## config.mk

```make
export PLATFORM = sky130hd
export DESIGN_NAME = mem_port_arbiter_flat
export DESIGN_NICKNAME = d
export VERILOG_FILES = /design/src/rtl/arb_pkg.sv /design/src/rtl/mem_port_arbiter_if.sv /design/src/rtl/arb_starve_ctr.sv /design/src/rtl/mem_port_arbiter.sv /design/src/flat_wrapper.sv
export SDC_FILE = /design/constraint.sdc
export NUM_CORES = 1
export LEC_CHECK = 0
export ABC_AREA = 0
export CAP_MARGIN = 30
export CORE_AREA = 2 2 97 99
export CTS_BUF_LIST = sky130_fd_sc_hd__clkbuf_4 sky130_fd_sc_hd__clkbuf_8
export DETAILED_ROUTE_END_ITERATION = 8
export DIE_AREA = 0 0 99 101
export PLACE_DENSITY = 0.58
export SKIP_CTS_REPAIR_TIMING = 1
export SYNTH_ARGS = -nofsm -noshare
export SYNTH_HDL_FRONTEND = slang
export SYNTH_HIERARCHICAL = 1
export SYNTH_SLANG_ARGS = --single-unit
```

## constraint.sdc

```tcl
create_clock -name clk -period 4.54 [get_ports clk]
set_input_delay 0.908 -clock clk [delete_from_list [all_inputs] [get_ports clk]]
set_output_delay 0.908 -clock clk [all_outputs]
set_load 0.01 [all_outputs]
```

## src/rtl/arb_pkg.sv

```systemverilog
// Shared definitions for the fetch/data memory port arbiter.
package arb_pkg;

  typedef enum logic [1:0] {
    OWN_NONE = 2'd0,
    OWN_IF   = 2'd1,
    OWN_DM   = 2'd2
  } owner_t;

  localparam int unsigned STARVE_CNT_W = 4;

endpackage

```

## src/rtl/mem_port_arbiter_if.sv

```systemverilog
// Fetch, data and RAM-side signals of the unified memory port.
interface mem_port_arbiter_if #(
  parameter int unsigned RAM_AW = 8
);
  logic              if_req;
  logic [31:0]       if_addr;
  logic              if_gnt;
  logic              if_rvalid;
  logic [31:0]       if_rdata;

  logic              dm_req;
  logic [3:0]        dm_wen;
  logic [31:0]       dm_addr;
  logic [31:0]       dm_wdata;
  logic              dm_gnt;
  logic              dm_rvalid;
  logic [31:0]       dm_rdata;

  logic              ram_en;
  logic [3:0]        ram_wen;
  logic [RAM_AW-1:0] ram_addr;
  logic [31:0]       ram_wdata;
  logic [31:0]       ram_rdata;

  modport slave (
    input  if_req, if_addr, dm_req, dm_wen, dm_addr, dm_wdata, ram_rdata,
    output if_gnt, if_rvalid, if_rdata, dm_gnt, dm_rvalid, dm_rdata,
           ram_en, ram_wen, ram_addr, ram_wdata
  );

  modport master (
    output if_req, if_addr, dm_req, dm_wen, dm_addr, dm_wdata, ram_rdata,
    input  if_gnt, if_rvalid, if_rdata, dm_gnt, dm_rvalid, dm_rdata,
           ram_en, ram_wen, ram_addr, ram_wdata
  );
endinterface

```

## src/rtl/arb_starve_ctr.sv

```systemverilog
// Saturating count of data grants taken while fetch waits; asserts force_if at the limit.
module arb_starve_ctr
  import arb_pkg::*;
#(
  parameter int unsigned STARVE_MAX = 3
) (
  input  logic clk,
  input  logic resetn,
  input  logic if_req,
  input  logic if_gnt,
  input  logic dm_gnt,
  output logic force_if
);

  localparam logic [STARVE_CNT_W-1:0] MAX_CNT = STARVE_CNT_W'(STARVE_MAX);

  logic [STARVE_CNT_W-1:0] cnt, cnt_nxt;

  always_comb begin
    cnt_nxt = cnt;
    if (if_gnt || !if_req)
      cnt_nxt = '0;
    else if (dm_gnt && (cnt != MAX_CNT))
      cnt_nxt = cnt + 1'b1;
  end

  always_ff @(posedge clk) begin
    if (!resetn) cnt <= '0;
    else         cnt <= cnt_nxt;
  end

  assign force_if = (cnt == MAX_CNT);

endmodule

```

## src/rtl/mem_port_arbiter.sv

```systemverilog
// Fetch/data arbiter for a single-port unified RAM, data priority with fetch starvation guard.
// Optional grant/conflict statistics outputs when ARB_STATS_EN is defined.
module mem_port_arbiter
  import arb_pkg::*;
#(
  parameter int unsigned RAM_AW     = 8,
  parameter int unsigned STARVE_MAX = 3
) (
  input  logic              clk,
  input  logic              resetn,
  input  logic              cancel,
  mem_port_arbiter_if.slave bus
`ifdef ARB_STATS_EN
  ,
  output logic [31:0]       stat_if_cnt,
  output logic [31:0]       stat_dm_cnt,
  output logic [31:0]       stat_conflict_cnt
`endif
);

  logic   force_if;
  logic   if_gnt, dm_gnt;
  owner_t owner, owner_nxt;
  logic   wr_q, wr_nxt;

  arb_starve_ctr #(.STARVE_MAX(STARVE_MAX)) u_starve (
    .clk      (clk),
    .resetn   (resetn),
    .if_req   (bus.if_req),
    .if_gnt   (if_gnt),
    .dm_gnt   (dm_gnt),
    .force_if (force_if)
  );

  // Grants are additionally qualified by resetn so nothing reaches the RAM during reset.
  assign dm_gnt = resetn & bus.dm_req & ~force_if;
  assign if_gnt = resetn & bus.if_req & ~cancel & (~bus.dm_req | force_if);

  assign bus.dm_gnt    = dm_gnt;
  assign bus.if_gnt    = if_gnt;
  assign bus.ram_en    = dm_gnt | if_gnt;
  assign bus.ram_wen   = dm_gnt ? bus.dm_wen : '0;
  assign bus.ram_addr  = dm_gnt ? bus.dm_addr[RAM_AW+1:2] : bus.if_addr[RAM_AW+1:2];
  assign bus.ram_wdata = bus.dm_wdata;

  always_comb begin
    owner_nxt = OWN_NONE;
    wr_nxt    = 1'b0;
    if (dm_gnt) begin
      owner_nxt = OWN_DM;
      wr_nxt    = |bus.dm_wen;
    end else if (if_gnt) begin
      owner_nxt = OWN_IF;
    end
  end

  always_ff @(posedge clk) begin
    if (!resetn) begin
      owner <= OWN_NONE;
      wr_q  <= 1'b0;
    end else begin
      owner <= owner_nxt;
      wr_q  <= wr_nxt;
    end
  end

  assign bus.if_rvalid = resetn & (owner == OWN_IF) & ~cancel;
  assign bus.dm_rvalid = resetn & (owner == OWN_DM);
  assign bus.if_rdata  = bus.if_rvalid ? bus.ram_rdata : '0;
  assign bus.dm_rdata  = (bus.dm_rvalid && !wr_q) ? bus.ram_rdata : '0;

  logic unused_addr_bits;
  assign unused_addr_bits = ^{bus.if_addr[31:RAM_AW+2], bus.if_addr[1:0],
                              bus.dm_addr[31:RAM_AW+2], bus.dm_addr[1:0]};

`ifdef ARB_STATS_EN
  always_ff @(posedge clk) begin
    if (!resetn) begin
      stat_if_cnt       <= '0;
      stat_dm_cnt       <= '0;
      stat_conflict_cnt <= '0;
    end else begin
      if (if_gnt)                    stat_if_cnt       <= stat_if_cnt + 32'd1;
      if (dm_gnt)                    stat_dm_cnt       <= stat_dm_cnt + 32'd1;
      if (bus.if_req && bus.dm_req)  stat_conflict_cnt <= stat_conflict_cnt + 32'd1;
    end
  end
`endif

endmodule

```

## src/flat_wrapper.sv

```systemverilog
// flat-port wrapper written by rule: the top's interface ports become plain ports
module mem_port_arbiter_flat import arb_pkg::*;
#(
  parameter int unsigned RAM_AW     = 8,
  parameter int unsigned STARVE_MAX = 3
)
  (clk, resetn, cancel, bus_if_req, bus_if_addr, bus_dm_req, bus_dm_wen, bus_dm_addr, bus_dm_wdata, bus_ram_rdata, bus_if_gnt, bus_if_rvalid, bus_if_rdata, bus_dm_gnt, bus_dm_rvalid, bus_dm_rdata, bus_ram_en, bus_ram_wen, bus_ram_addr, bus_ram_wdata);
  mem_port_arbiter_if #(.RAM_AW(RAM_AW)) bus_i ();
  input  logic clk;
  input  logic resetn;
  input  logic cancel;
  input wire logic [$bits(bus_i.if_req)-1:0] bus_if_req;
  input wire logic [$bits(bus_i.if_addr)-1:0] bus_if_addr;
  input wire logic [$bits(bus_i.dm_req)-1:0] bus_dm_req;
  input wire logic [$bits(bus_i.dm_wen)-1:0] bus_dm_wen;
  input wire logic [$bits(bus_i.dm_addr)-1:0] bus_dm_addr;
  input wire logic [$bits(bus_i.dm_wdata)-1:0] bus_dm_wdata;
  input wire logic [$bits(bus_i.ram_rdata)-1:0] bus_ram_rdata;
  output wire logic [$bits(bus_i.if_gnt)-1:0] bus_if_gnt;
  output wire logic [$bits(bus_i.if_rvalid)-1:0] bus_if_rvalid;
  output wire logic [$bits(bus_i.if_rdata)-1:0] bus_if_rdata;
  output wire logic [$bits(bus_i.dm_gnt)-1:0] bus_dm_gnt;
  output wire logic [$bits(bus_i.dm_rvalid)-1:0] bus_dm_rvalid;
  output wire logic [$bits(bus_i.dm_rdata)-1:0] bus_dm_rdata;
  output wire logic [$bits(bus_i.ram_en)-1:0] bus_ram_en;
  output wire logic [$bits(bus_i.ram_wen)-1:0] bus_ram_wen;
  output wire logic [$bits(bus_i.ram_addr)-1:0] bus_ram_addr;
  output wire logic [$bits(bus_i.ram_wdata)-1:0] bus_ram_wdata;
  assign bus_i.if_req = bus_if_req;
  assign bus_i.if_addr = bus_if_addr;
  assign bus_i.dm_req = bus_dm_req;
  assign bus_i.dm_wen = bus_dm_wen;
  assign bus_i.dm_addr = bus_dm_addr;
  assign bus_i.dm_wdata = bus_dm_wdata;
  assign bus_i.ram_rdata = bus_ram_rdata;
  assign bus_if_gnt = bus_i.if_gnt;
  assign bus_if_rvalid = bus_i.if_rvalid;
  assign bus_if_rdata = bus_i.if_rdata;
  assign bus_dm_gnt = bus_i.dm_gnt;
  assign bus_dm_rvalid = bus_i.dm_rvalid;
  assign bus_dm_rdata = bus_i.dm_rdata;
  assign bus_ram_en = bus_i.ram_en;
  assign bus_ram_wen = bus_i.ram_wen;
  assign bus_ram_addr = bus_i.ram_addr;
  assign bus_ram_wdata = bus_i.ram_wdata;
  mem_port_arbiter #(.RAM_AW(RAM_AW), .STARVE_MAX(STARVE_MAX)) u_core (.clk(clk), .resetn(resetn), .cancel(cancel), .bus(bus_i));
endmodule
```

Word-level counts from Yosys, hierarchy flattened
Cells that the tools add are included.
{"block": "totals", "register_bits": 7, "inputBits": 137, "output_inout_bits": 113, "word_cells": 38}
{"block": "classes", "addsub": 1, "eq_ne": 4, "mux": 6, "bitwise_logic": 14, "reduce_logical": 9}
{"cell": "two-way mux 32 bit", "n": 2}
{"cell": "AND 1 bit", "n": 8}
{"cell": "two-way mux 8 bit", "n": 1}
{"cell": "adder 4 x 1 -> 4 bit (second input constant)", "n": 1}
{"cell": "== test 4 x 2 -> 1 bit (second input constant)", "n": 1}
{"cell": "two-way mux 4 bit", "n": 1}
{"cell": "inequality test 4 x 2 -> 1 bit (second input constant)", "n": 1}
{"cell": "NOT 1 bit", "n": 4}
{"cell": "OR reduction 2 bit", "n": 2}
{"cell": "OR reduction 4 bit", "n": 1}
{"cell": "== test 2 x 1 -> 1 bit (second input constant)", "n": 1}
{"cell": "== test 2 bit (second input constant)", "n": 1}
{"cell": "logical AND 1 bit", "n": 2}
{"cell": "logical NOT 1 bit", "n": 2}
{"cell": "two-way mux 2 bit", "n": 1}
{"cell": "bitwise OR 1 bit", "n": 2}
{"cell": "AND reduction 2 bit", "n": 1}
{"cell": "logical OR 1 bit", "n": 1}
{"cell": "two-way mux 1 bit", "n": 1}

Logic depth before layout (Yosys ltp)
{"block": "logic_depth", "ltp_word": 5, "mapped_depth": 8, "depth_no_buf": 7}

Modules after synthesis
Netlist, hierarchy kept.
{"module": "mem_port_arbiter", "instances": 1, "cells_per_inst": 132, "area_each_um2": 1023.5, "seq_area_each_um2": 60.1}
{"module": "arb_starve_ctr", "instances": 1, "cells_per_inst": 21, "area_each_um2": 190.2, "seq_area_each_um2": 80.1}

Least setup slack after synthesis
OpenSTA, ideal clock, no wires.
{"block": "synth_timing", "kind": "input port to output port", "start": "input resetn", "end": "output bus_ram_wen[0]", "arrival_time_ns": 1.584, "required_ns": 3.632, "setup_slack_ns": 2.048, "path_stages": 4, "cell_sequence": "nand3b_2 buf_6 inv_1 and2_1"}
{"block": "synth_via", "elab_chain_len": 3}
{"element": "start: declaration", "line_no": "flat_wrapper.sv:10", "source": "input logic resetn;"}
{"element": "AND 1 bit (2 in a row)", "line_no": "mem_port_arbiter.sv:36", "source": "assign dm_gnt = resetn & bus.dm_req & ~force_if;"}
{"element": "named net bus_dm_gnt", "line_no": "flat_wrapper.sv:22", "source": "output wire logic [$bits(bus_i.dm_gnt)-1:0] bus_dm_gnt;"}
{"element": "two-way mux 4 bit", "line_no": "mem_port_arbiter.sv:42", "source": "assign bus.ram_wen = dm_gnt ? bus.dm_wen : '0;"}
{"element": "end: declaration", "line_no": "flat_wrapper.sv:26", "source": "output wire logic [$bits(bus_i.ram_wen)-1:0] bus_ram_wen;"}
The timed path passes the listed nets, and every way through them passes these cells.

Worst setup path after layout
{"block": "layout_timing", "start": "input resetn", "end": "output bus_ram_wen[0]"}
{"block": "layout_via", "elab_chain_len": 3}
{"element": "AND 1 bit (2 in a row)", "line_no": "mem_port_arbiter.sv:36"}
{"element": "two-way mux 4 bit", "line_no": "mem_port_arbiter.sv:42"}
No other way between the ends.

==> impl_metrics.ini <==
[sta]
whs_ns = 0.500
finalCritPeriodShare_pct = 83.3
skew_ns = 0.00268
tightest_slew_ns = 0.348
relSlewSlack_pct = 76.6
slew_violations = 0
fin_tns_setup_ns = 0
period_needed_ns = 3.78
rsz0062_at_grt = false
max_freq_mhz = 264
setup_viol = 0
worst_slack_ns = 0.759
hold_violations = 0

[global_route]
grt_busiest_layer = met2
grt_max_degree = 34
overflow = 0
first_global_vias = 1263
met2_usage_pct = 12.6
met1_usage_pct = 8.09
track_usage_pct = 7.15
grt_pass1_wl_um = 5880
antenna_found_initial = 0
grt_util_met3_pct = 2.57

[drt]
final_antenna_net_count = 0
via_per_inst = 3.64
drc = 0
wire_per_inst_um = 10.8
drt-total-wl_um = 3970
num_vias = 1333
drt-pass1-iter-count = 4
drt_iter0_markers = 31

[finish]
fillers = 974
multi_input_area_um2 = 743
finalNonFillerCells = 366
synthToLayoutAreaGrowth_pct = 102
diodes = 0
drive_gt1_share_pct = 7.06
finalNetCount = 394
regArea_um2 = 140

[die]
core-area_um2 = 8980
num_rows = 35
die_w_um = 99
start_util_pct = 13.5
die_h_um = 101
ios = 250
die_area_um2 = 10000

[clock_network]
clock_latency_ns = 0.23
numCtsBuffers = 3
cts_max_level = 1
clk_pin_slew_worst_paths_ns = 0.04
clk_path_buf_depth = 2
clockRootBuffer = clkbuf_8
cts_tree = built
cts_sinks = 7

[logic_synthesis]
syn_nets = 291
synth.avg_cell_area_um2 = 7.93
synthCells = 153
async_flop_share_pct = 0
synth_edf_count = 0
synth_ff_type = dfxtp_1
syn_area_um2 = 1210
yosysSeqAreaShare_pct = 11.5
synth.distinct_cells = 26
ys_warn_count = 6
ys_seq_elements = 7

[min_path]
hp-class = reg -> reg

[place]
dpl.cell_count = 362
preCtsSetupSlack_ns = 0.715
gp_congestion = 0.645
place.detailed.hpwl_um = 3310
portBuffers = 137

[setup_path]
required_ns = 3.63
arrival_ns = 2.87
worst-setup-path-type = in -> out
critPathMaxFanout = 11
endpoint_kind = primary output
cp-start-kind = input port

[run_status]
status = complete, no violations

[power]
peakVddDrop_mv = 0.112
power.density_nw_per_um2 = 114
power_leakage_nw = 0.943
fin_total_pwr_uw = 280

[run]
cap_violations = 0
Yosys cell counts (2+ instances only):
cell | n | area (um^2)
and2_1 | 68 | 425
buf_4 | 32 | 240
buf_6 | 7 | 78.8
dfxtp_1 | 7 | 140
mux2_4 | 7 | 105
a21oi_1 | 3 | 15.0
nand2_1 | 3 | 11.3
nor2_1 | 3 | 11.3
and3_1 | 2 | 12.5
and4bb_4 | 2 | 32.5
inv_1 | 2 | 7.51
nand3b_1 | 2 | 15.0
o21ai_0 | 2 | 10.0
through the flow:
stage | utilization [%] | cell area, um^2
detailed placement | 26.8 | 2400
global placement | 26.8 | 2400
CTS | 27.3 | 2450
finish | 27.3 | 2450
global route | 27.3 | 2450
floorplan | - | 1210
where the power goes:
| group | switching (mW) | internal (mW) |
|---|---|---|
| clock network | 0.0267 | 0.0667 |
| logic | 0.0371 | 0.0852 |
| registers | 0.000839 | 0.0634 |
layer usage:
| metal | share of wire [%] | vias up | wire length, um |
|---|---|---|---|
| li1 | - | 663 | - |
| met1 | 38 | 569 | 1500 |
| met2 | 49 | 94 | 1940 |
| met3 | 12 | 7 | 493 |
| met4 | 0.96 | 0 | 38 |
| met5 | 0 | - | 0 |
path summary, 6_finish.rpt:
| path | start | depth (start not counted) | slack, ns | endpoint |
|---|---|---|---|---|
| setup / recovery | resetn | 5 | 0.76 | bus_ram_wen[0] |
| hold / removal | u_core/u_starve/cnt[1] | 2 | 0.50 | u_core/u_starve/cnt[1] |
| setup reg to reg | u_core/u_starve/cnt[0] | 7 | 2.39 | u_core/u_starve/cnt[0] |
| hold reg to reg | u_core/u_starve/cnt[1] | 2 | 0.50 | u_core/u_starve/cnt[1] |
state kept, by name (all words and copies together), names as in the netlist:
register             flops
u_core/owner             2
u_core/u_starve/cnt      4
u_core/wr_q              1
critical path: stages:
cell             delay (ns)
clkdlybuf4s50_1        0.58
nand3b_2               0.31
inv_1                  0.36
and2_1                 0.17
clkdlybuf4s50_1        0.54
cells in the final DEF (no fill, tap or decap), drive strengths merged:
cell type      netlist  routed
ha                   1       1
inv                  3       3
clkdlybuf4s50        0     137
a31o                 1       1
and3                 2       2
a21oi                3       3
and2                68      68
dfxtp                7       7
xor2                 1       1
clkbuf               0       4
nor2b                1       1
nor4                 1       1
nand4b               1       1
nand2b               1       1
and4bb               2       2
nand4                1       1
nand3b               3       3
nor3b                1       1
nand2                3       3
o21ai                2       2
or3                  1       1
nor2                 3       3
mux2                 8       8
logic make-up after synthesis:
| group | share of synthesized area (%) |
|---|---|
| and+or+nand+nor | 47.1 |
| buffers and inverters | 27.2 |
| muxes | 9.59 |
| DFF | 11.5 |
| AOI/OAI and AO/OA | 2.78 |
| xor gates and xnor gates | 0.722 |
| adders and majority gates | 1.03 |
cell type report:
cell class | instances | share of cell area, %
well taps | 111 | 5.66
inverters | 3 | 0.459
repair buffers | 137 | 55.9
clock buffers | 4 | 1.99
flip-flops and latches | 7 | 5.71
multi-input cells | 104 | 30.3
(Power assumes the default switching activity.)
